`config.mk`:
```
export PLATFORM = sky130hd
export DESIGN_NAME = regset_front_flat
export DESIGN_NICKNAME = d
export VERILOG_FILES = /design/src/rtl/regset_front_if.sv /design/src/rtl/regset_front.sv /design/src/flat_wrapper.sv
export SDC_FILE = /design/constraint.sdc
export NUM_CORES = 1
export LEC_CHECK = 0
export CAP_MARGIN = 10
export CORE_MARGIN = 4
export CORE_UTILIZATION = 34
export CTS_BUF_LIST = sky130_fd_sc_hd__clkbuf_16
export DETAILED_ROUTE_END_ITERATION = 16
export HOLD_SLACK_MARGIN = 0.05
export PLACE_DENSITY = 0.95
export SYNTH_ARGS = -nofsm -noshare
export SYNTH_HDL_FRONTEND = slang
export SYNTH_SLANG_ARGS = --single-unit
export TNS_END_PERCENT = 30
```
`constraint.sdc`:
```
create_clock -name clk -period 2.4 [get_ports clk]
set_input_delay 0.72 -clock clk [delete_from_list [all_inputs] [get_ports clk]]
set_output_delay 0.72 -clock clk [all_outputs]
set_load 0.1 [all_outputs]
```
`src/rtl/regset_front_if.sv`:
```
// regset_front_if: pipeline-side and register-set-side signals of the
// register set front end.
//   pipeline side: busy, we/wa/wd/wg write request, ra1/ra2 -> rd*/rg*
//   register-set side: rs_we/rs_wa/rs_wd/rs_wg, rs_ra*, rs_rd*/rs_rg*
// slave is the front end itself; master is the pipeline plus register set.
interface regset_front_if #(
    parameter int WIDTH = 32,
    parameter int ADDR  = 6
);
    logic             busy;
    logic             we;
    logic [ADDR-1:0]  wa;
    logic [WIDTH-1:0] wd;
    logic             wg;
    logic [ADDR-1:0]  ra1;
    logic [ADDR-1:0]  ra2;
    logic [WIDTH-1:0] rd1;
    logic [WIDTH-1:0] rd2;
    logic             rg1;
    logic             rg2;
    logic             rs_we;
    logic [ADDR-1:0]  rs_wa;
    logic [WIDTH-1:0] rs_wd;
    logic             rs_wg;
    logic [ADDR-1:0]  rs_ra1;
    logic [ADDR-1:0]  rs_ra2;
    logic [WIDTH-1:0] rs_rd1;
    logic [WIDTH-1:0] rs_rd2;
    logic             rs_rg1;
    logic             rs_rg2;

    modport slave (
        output busy, rd1, rd2, rg1, rg2,
        output rs_we, rs_wa, rs_wd, rs_wg, rs_ra1, rs_ra2,
        input  we, wa, wd, wg, ra1, ra2,
        input  rs_rd1, rs_rd2, rs_rg1, rs_rg2
    );

    modport master (
        input  busy, rd1, rd2, rg1, rg2,
        input  rs_we, rs_wa, rs_wd, rs_wg, rs_ra1, rs_ra2,
        output we, wa, wd, wg, ra1, ra2,
        output rs_rd1, rs_rd2, rs_rg1, rs_rg2
    );
endinterface

```
`src/rtl/regset_front.sv`:
```
// regset_front: zero-init sweep, write/read pass-through and
// read-during-write forwarding in front of the BRAM register set.
//   clk, rst : clock, asynchronous active-high reset
//   bus      : regset_front_if.slave (pipeline and register-set ports)
module regset_front #(
    parameter int WIDTH = 32,
    parameter int ADDR  = 6
) (
    input  logic          clk,
    input  logic          rst,
    regset_front_if.slave bus
);
    localparam logic [0:0] S_INIT = 1'b0;
    localparam logic [0:0] S_RUN  = 1'b1;

    localparam logic [ADDR-1:0] CNT_ONE  = {{(ADDR-1){1'b0}}, 1'b1};
    localparam logic [ADDR-1:0] CNT_LAST = {ADDR{1'b1}};

    logic [0:0]       state_q, state_d;
    logic [ADDR-1:0]  cnt_q, cnt_d;
    logic             init_q;
    logic             fwd1_q, fwd2_q;
    logic [WIDTH-1:0] wd_q;
    logic             wg_q;
    logic             run;
    logic             fwd1_d, fwd2_d;

    assign run = (state_q == S_RUN);

    // cnt wraps to 0 on the last sweep edge and then holds in RUN
    always_comb begin
        state_d = state_q;
        cnt_d   = cnt_q;
        if (!run) begin
            cnt_d = cnt_q + CNT_ONE;
            if (cnt_q == CNT_LAST) begin
                state_d = S_RUN;
            end
        end
    end

    // BRAM returns old data on a same-cycle write; remember to override.
    // Address 0 is never forwarded so it keeps reading as zero.
    assign fwd1_d = run && bus.we && (bus.wa == bus.ra1) && (bus.ra1 != '0);
    assign fwd2_d = run && bus.we && (bus.wa == bus.ra2) && (bus.ra2 != '0);

    always_ff @(posedge clk or posedge rst) begin
        if (rst) begin
            state_q <= S_INIT;
            cnt_q   <= '0;
            init_q  <= 1'b1;
            fwd1_q  <= 1'b0;
            fwd2_q  <= 1'b0;
            wd_q    <= '0;
            wg_q    <= 1'b0;
        end else begin
            state_q <= state_d;
            cnt_q   <= cnt_d;
            init_q  <= !run;
            fwd1_q  <= fwd1_d;
            fwd2_q  <= fwd2_d;
            wd_q    <= bus.wd;
            wg_q    <= bus.wg;
        end
    end

    assign bus.busy   = !run;
    assign bus.rs_we  = run ? bus.we : 1'b1;
    assign bus.rs_wa  = run ? bus.wa : cnt_q;
    assign bus.rs_wd  = run ? bus.wd : '0;
    assign bus.rs_wg  = run && bus.wg;
    assign bus.rs_ra1 = bus.ra1;
    assign bus.rs_ra2 = bus.ra2;

    // reads issued during the sweep may see unswept BRAM: force zero
    assign bus.rd1 = init_q ? '0 : (fwd1_q ? wd_q : bus.rs_rd1);
    assign bus.rd2 = init_q ? '0 : (fwd2_q ? wd_q : bus.rs_rd2);
    assign bus.rg1 = !init_q && (fwd1_q ? wg_q : bus.rs_rg1);
    assign bus.rg2 = !init_q && (fwd2_q ? wg_q : bus.rs_rg2);
endmodule

```
`src/flat_wrapper.sv`:
```
// flat-port wrapper written by rule: the top's interface ports become plain ports
module regset_front_flat 
#(
    parameter int WIDTH = 32,
    parameter int ADDR  = 6
)
  (clk, rst, bus_busy, bus_rd1, bus_rd2, bus_rg1, bus_rg2, bus_rs_we, bus_rs_wa, bus_rs_wd, bus_rs_wg, bus_rs_ra1, bus_rs_ra2, bus_we, bus_wa, bus_wd, bus_wg, bus_ra1, bus_ra2, bus_rs_rd1, bus_rs_rd2, bus_rs_rg1, bus_rs_rg2);
  regset_front_if #(.WIDTH(WIDTH), .ADDR(ADDR)) bus_i ();
  input  logic clk;
  input  logic rst;
  output wire logic [$bits(bus_i.busy)-1:0] bus_busy;
  output wire logic [$bits(bus_i.rd1)-1:0] bus_rd1;
  output wire logic [$bits(bus_i.rd2)-1:0] bus_rd2;
  output wire logic [$bits(bus_i.rg1)-1:0] bus_rg1;
  output wire logic [$bits(bus_i.rg2)-1:0] bus_rg2;
  output wire logic [$bits(bus_i.rs_we)-1:0] bus_rs_we;
  output wire logic [$bits(bus_i.rs_wa)-1:0] bus_rs_wa;
  output wire logic [$bits(bus_i.rs_wd)-1:0] bus_rs_wd;
  output wire logic [$bits(bus_i.rs_wg)-1:0] bus_rs_wg;
  output wire logic [$bits(bus_i.rs_ra1)-1:0] bus_rs_ra1;
  output wire logic [$bits(bus_i.rs_ra2)-1:0] bus_rs_ra2;
  input wire logic [$bits(bus_i.we)-1:0] bus_we;
  input wire logic [$bits(bus_i.wa)-1:0] bus_wa;
  input wire logic [$bits(bus_i.wd)-1:0] bus_wd;
  input wire logic [$bits(bus_i.wg)-1:0] bus_wg;
  input wire logic [$bits(bus_i.ra1)-1:0] bus_ra1;
  input wire logic [$bits(bus_i.ra2)-1:0] bus_ra2;
  input wire logic [$bits(bus_i.rs_rd1)-1:0] bus_rs_rd1;
  input wire logic [$bits(bus_i.rs_rd2)-1:0] bus_rs_rd2;
  input wire logic [$bits(bus_i.rs_rg1)-1:0] bus_rs_rg1;
  input wire logic [$bits(bus_i.rs_rg2)-1:0] bus_rs_rg2;
  assign bus_busy = bus_i.busy;
  assign bus_rd1 = bus_i.rd1;
  assign bus_rd2 = bus_i.rd2;
  assign bus_rg1 = bus_i.rg1;
  assign bus_rg2 = bus_i.rg2;
  assign bus_rs_we = bus_i.rs_we;
  assign bus_rs_wa = bus_i.rs_wa;
  assign bus_rs_wd = bus_i.rs_wd;
  assign bus_rs_wg = bus_i.rs_wg;
  assign bus_rs_ra1 = bus_i.rs_ra1;
  assign bus_rs_ra2 = bus_i.rs_ra2;
  assign bus_i.we = bus_we;
  assign bus_i.wa = bus_wa;
  assign bus_i.wd = bus_wd;
  assign bus_i.wg = bus_wg;
  assign bus_i.ra1 = bus_ra1;
  assign bus_i.ra2 = bus_ra2;
  assign bus_i.rs_rd1 = bus_rs_rd1;
  assign bus_i.rs_rd2 = bus_rs_rd2;
  assign bus_i.rs_rg1 = bus_rs_rg1;
  assign bus_i.rs_rg2 = bus_rs_rg2;
  regset_front #(.WIDTH(WIDTH), .ADDR(ADDR)) u_core (.clk(clk), .rst(rst), .bus(bus_i));
endmodule
```
==> reports/metrics.yaml <==
drt-total-wl_um: 13500
final_net_count: 639
clockBufferDepth: 2
clk_pin_slew_ps: 60
path_buf_inv: 2
core_um2: 7770
crit_family: "buffers and inverters"
gp_congestion: 0.904
clk_latency_ps: 270
synth_area_leaders: "dfrtp_1, mux2i_1, nor2_1"
power_mw: 1.85
drc: 0
fin_skew_ps: 1.88
grt_max_degree: 43
busiest_layer: "met2"
firstDrtPassIters: 4
status: "complete, but fails checks"
ys_ff_latch: 43
insertedDiodeCount: 0
cts_tree: "built"
post-place-ws_ps: -26.7
period_share: 1.00
ys_seq_area_frac: 0.395
vias: 3082
die_w_um: 97.6
cts_root_buf: "clkbuf_16"
cp-start-kind: "input pin"
cts_made_buffers: 5
critical_path.max_fanout: 1
antenna_found_initial: 0
critical_path_class: "in2out"
hold_buffers: 0
ioPinCount: 239
report.final.slew_viol_count: 0
synth_top_area_share: 0.385
violations: "setup timing"
drt_iter0_drc: 69
die_area_um2: 9520
worst_ir_drop_vdd_mv: 0.305
start_util: 0.351
grt-ovfl-total: 0
ys_warn_count: 0
worst_pin_slew_ps: 412
synth.distinct_cells: 26
post-cts-setup-buffers: 0
placed_area_um2: 6440
worstPathArrival_ps: 1680
crit_chain: "clkdlybuf4s50_1, mux2i_1, nor2_1, buf_12"
worst_slew_margin_rel: 0.725
synthCells: 287
min_period_ps: 2400
syn_area_um2: 2730
cp-end-kind: "output pin"
worst-path-stages: 4
cts_sinks: 43
grt_pass1_vias: 3564
final_area_um2: 6650
cp_slowest_stage_delay_ps: 460
use_met3: 0.0546
maxCapViolCount: 0
synth-edff-count: 0
syn_nets: 408
rsz0062_at_grt: "true"
power.leakage_nw: 2.56
drive_above_1_share: 0.378
portBuffers: 238
tns_ps: -1.76
fp.dieH_um: 97.6
r2r_cells: 4
wl_per_cell_um: 21.8
gr-usage-met2: 0.546
via_per_inst: 4.96
synthArstFlopShare: 1.00
grtUsageMet1: 0.293
worstHoldPathType: "reg2reg"
fmax_mhz: 416
areaGrowthSynthToFinish_pct: 144
synthTopCellsByCount: "nor2_1, mux2i_1, dfrtp_1, and2_1, buf_4"
htree_levels: 2
grt_pass1_wl_um: 20600
min_path_cells: 1
grt_usage: 0.276
slowest_stage: "clkdlybuf4s50_1"
antenna_left: 0
crit_required_ps: 1680
finalWorstSetupSlack_ps: -1.76
hold_viol: 0
dpl.hpwl_um: 11300
yosys.area.top_type: "dfrtp_1"
rows: 32
finalSetupViolCount: 1
yosys.cell_count.top_type: "nor2_1"
pwr_density_cell_nw_per_um2: 278
synth_ff_type: "dfrtp_1"
postSynthAreaPerCell_um2: 9.51
whs_ps: 541
through the flow:
stage                util  std cells
floorplan               -        287
global placement    0.830        613
detailed placement  0.830        613
CTS                 0.850        621
global route        0.856        621
finish              0.856        621
area by class of cell:
class,instances,area (µm²)
Tap cell,102,128
Clock inverter,3,12.5
Clock buffer,5,125
Timing Repair Buffer,256,3720
Fill cell,377,1120
Multi-Input combinational cell,209,1570
Inverter,3,11.3
Sequential cell,43,1080
logic make-up after synthesis:
logic type	after synthesis	share of synthesized area
xor gates and xnor gates	16	0.0514
adders and majority gates	1	0.00458
and+or+nand+nor	114	0.195
muxes	73	0.271
buffers and inverters	35	0.0697
DFF	43	0.395
AOI/OAI and AO/OA	5	0.0133
placed cells by master, fill, tap and decap left out, types with 5 or more instances in the layout:
cell and instances:
buf_12 120, clkdlybuf4s50_1 117, mux2i_1 66, nor2_2 42, dfrtp_1 40, and2_1 33
nor2_1 26, buf_4 17, xor2_1 11, mux2_2 7, xnor2_1 5, clkbuf_16 5
final timing paths:
kind	endpoint	from	slack, ps
max	bus_rd1[0]	bus_rs_rd1[0]	-2
min	u_core.cnt_q[5]	u_core.cnt_q[5]	540
max reg2reg	u_core.fwd2_q	u_core.run	940
min reg2reg	u_core.cnt_q[5]	u_core.cnt_q[5]	540
max in group asynchronous	u_core.wd_q[8]	rst	1060
min in group asynchronous	u_core.wd_q[18]	rst	770
state kept, by name, summed over array words and instances, names as in the netlist:
register       cells
u_core.cnt_q       6
u_core.wd_q       32
u_core.init_q      1
u_core.fwd2_q      1
u_core.fwd1_q      1
u_core.run         1
u_core.wg_q        1
metal layers:
metal | routed length [µm] | up-vias
met1 | 4640 | 1501
li1 | - | 1401
met2 | 7810 | 150
met3 | 683 | 30
met4 | 378 | 0
met5 | 0 | -
worst register-to-register path, cell delays in order, from the launching register on:
cell and delay [ps]:
dfrtp_1 520, buf_4 280, nand2_1 100, nor4_1 270, o311a_1 220
power by group:
group          internal (mW)  leakage [nW]  total (mW)  switching [mW]
Combinational          0.249          1.98       0.443           0.194
Clock                  0.376        0.0724       0.634           0.258
Sequential             0.754         0.503       0.774          0.0203
repair_timing:
action                                 4_1_cts  5_1_grt
pin swaps                                    1        2
setup endpoints to repair                   15       35
resized for setup                            9       18
endpoints found under the hold margin        0        0
Power figures use the tool's default switching activity.
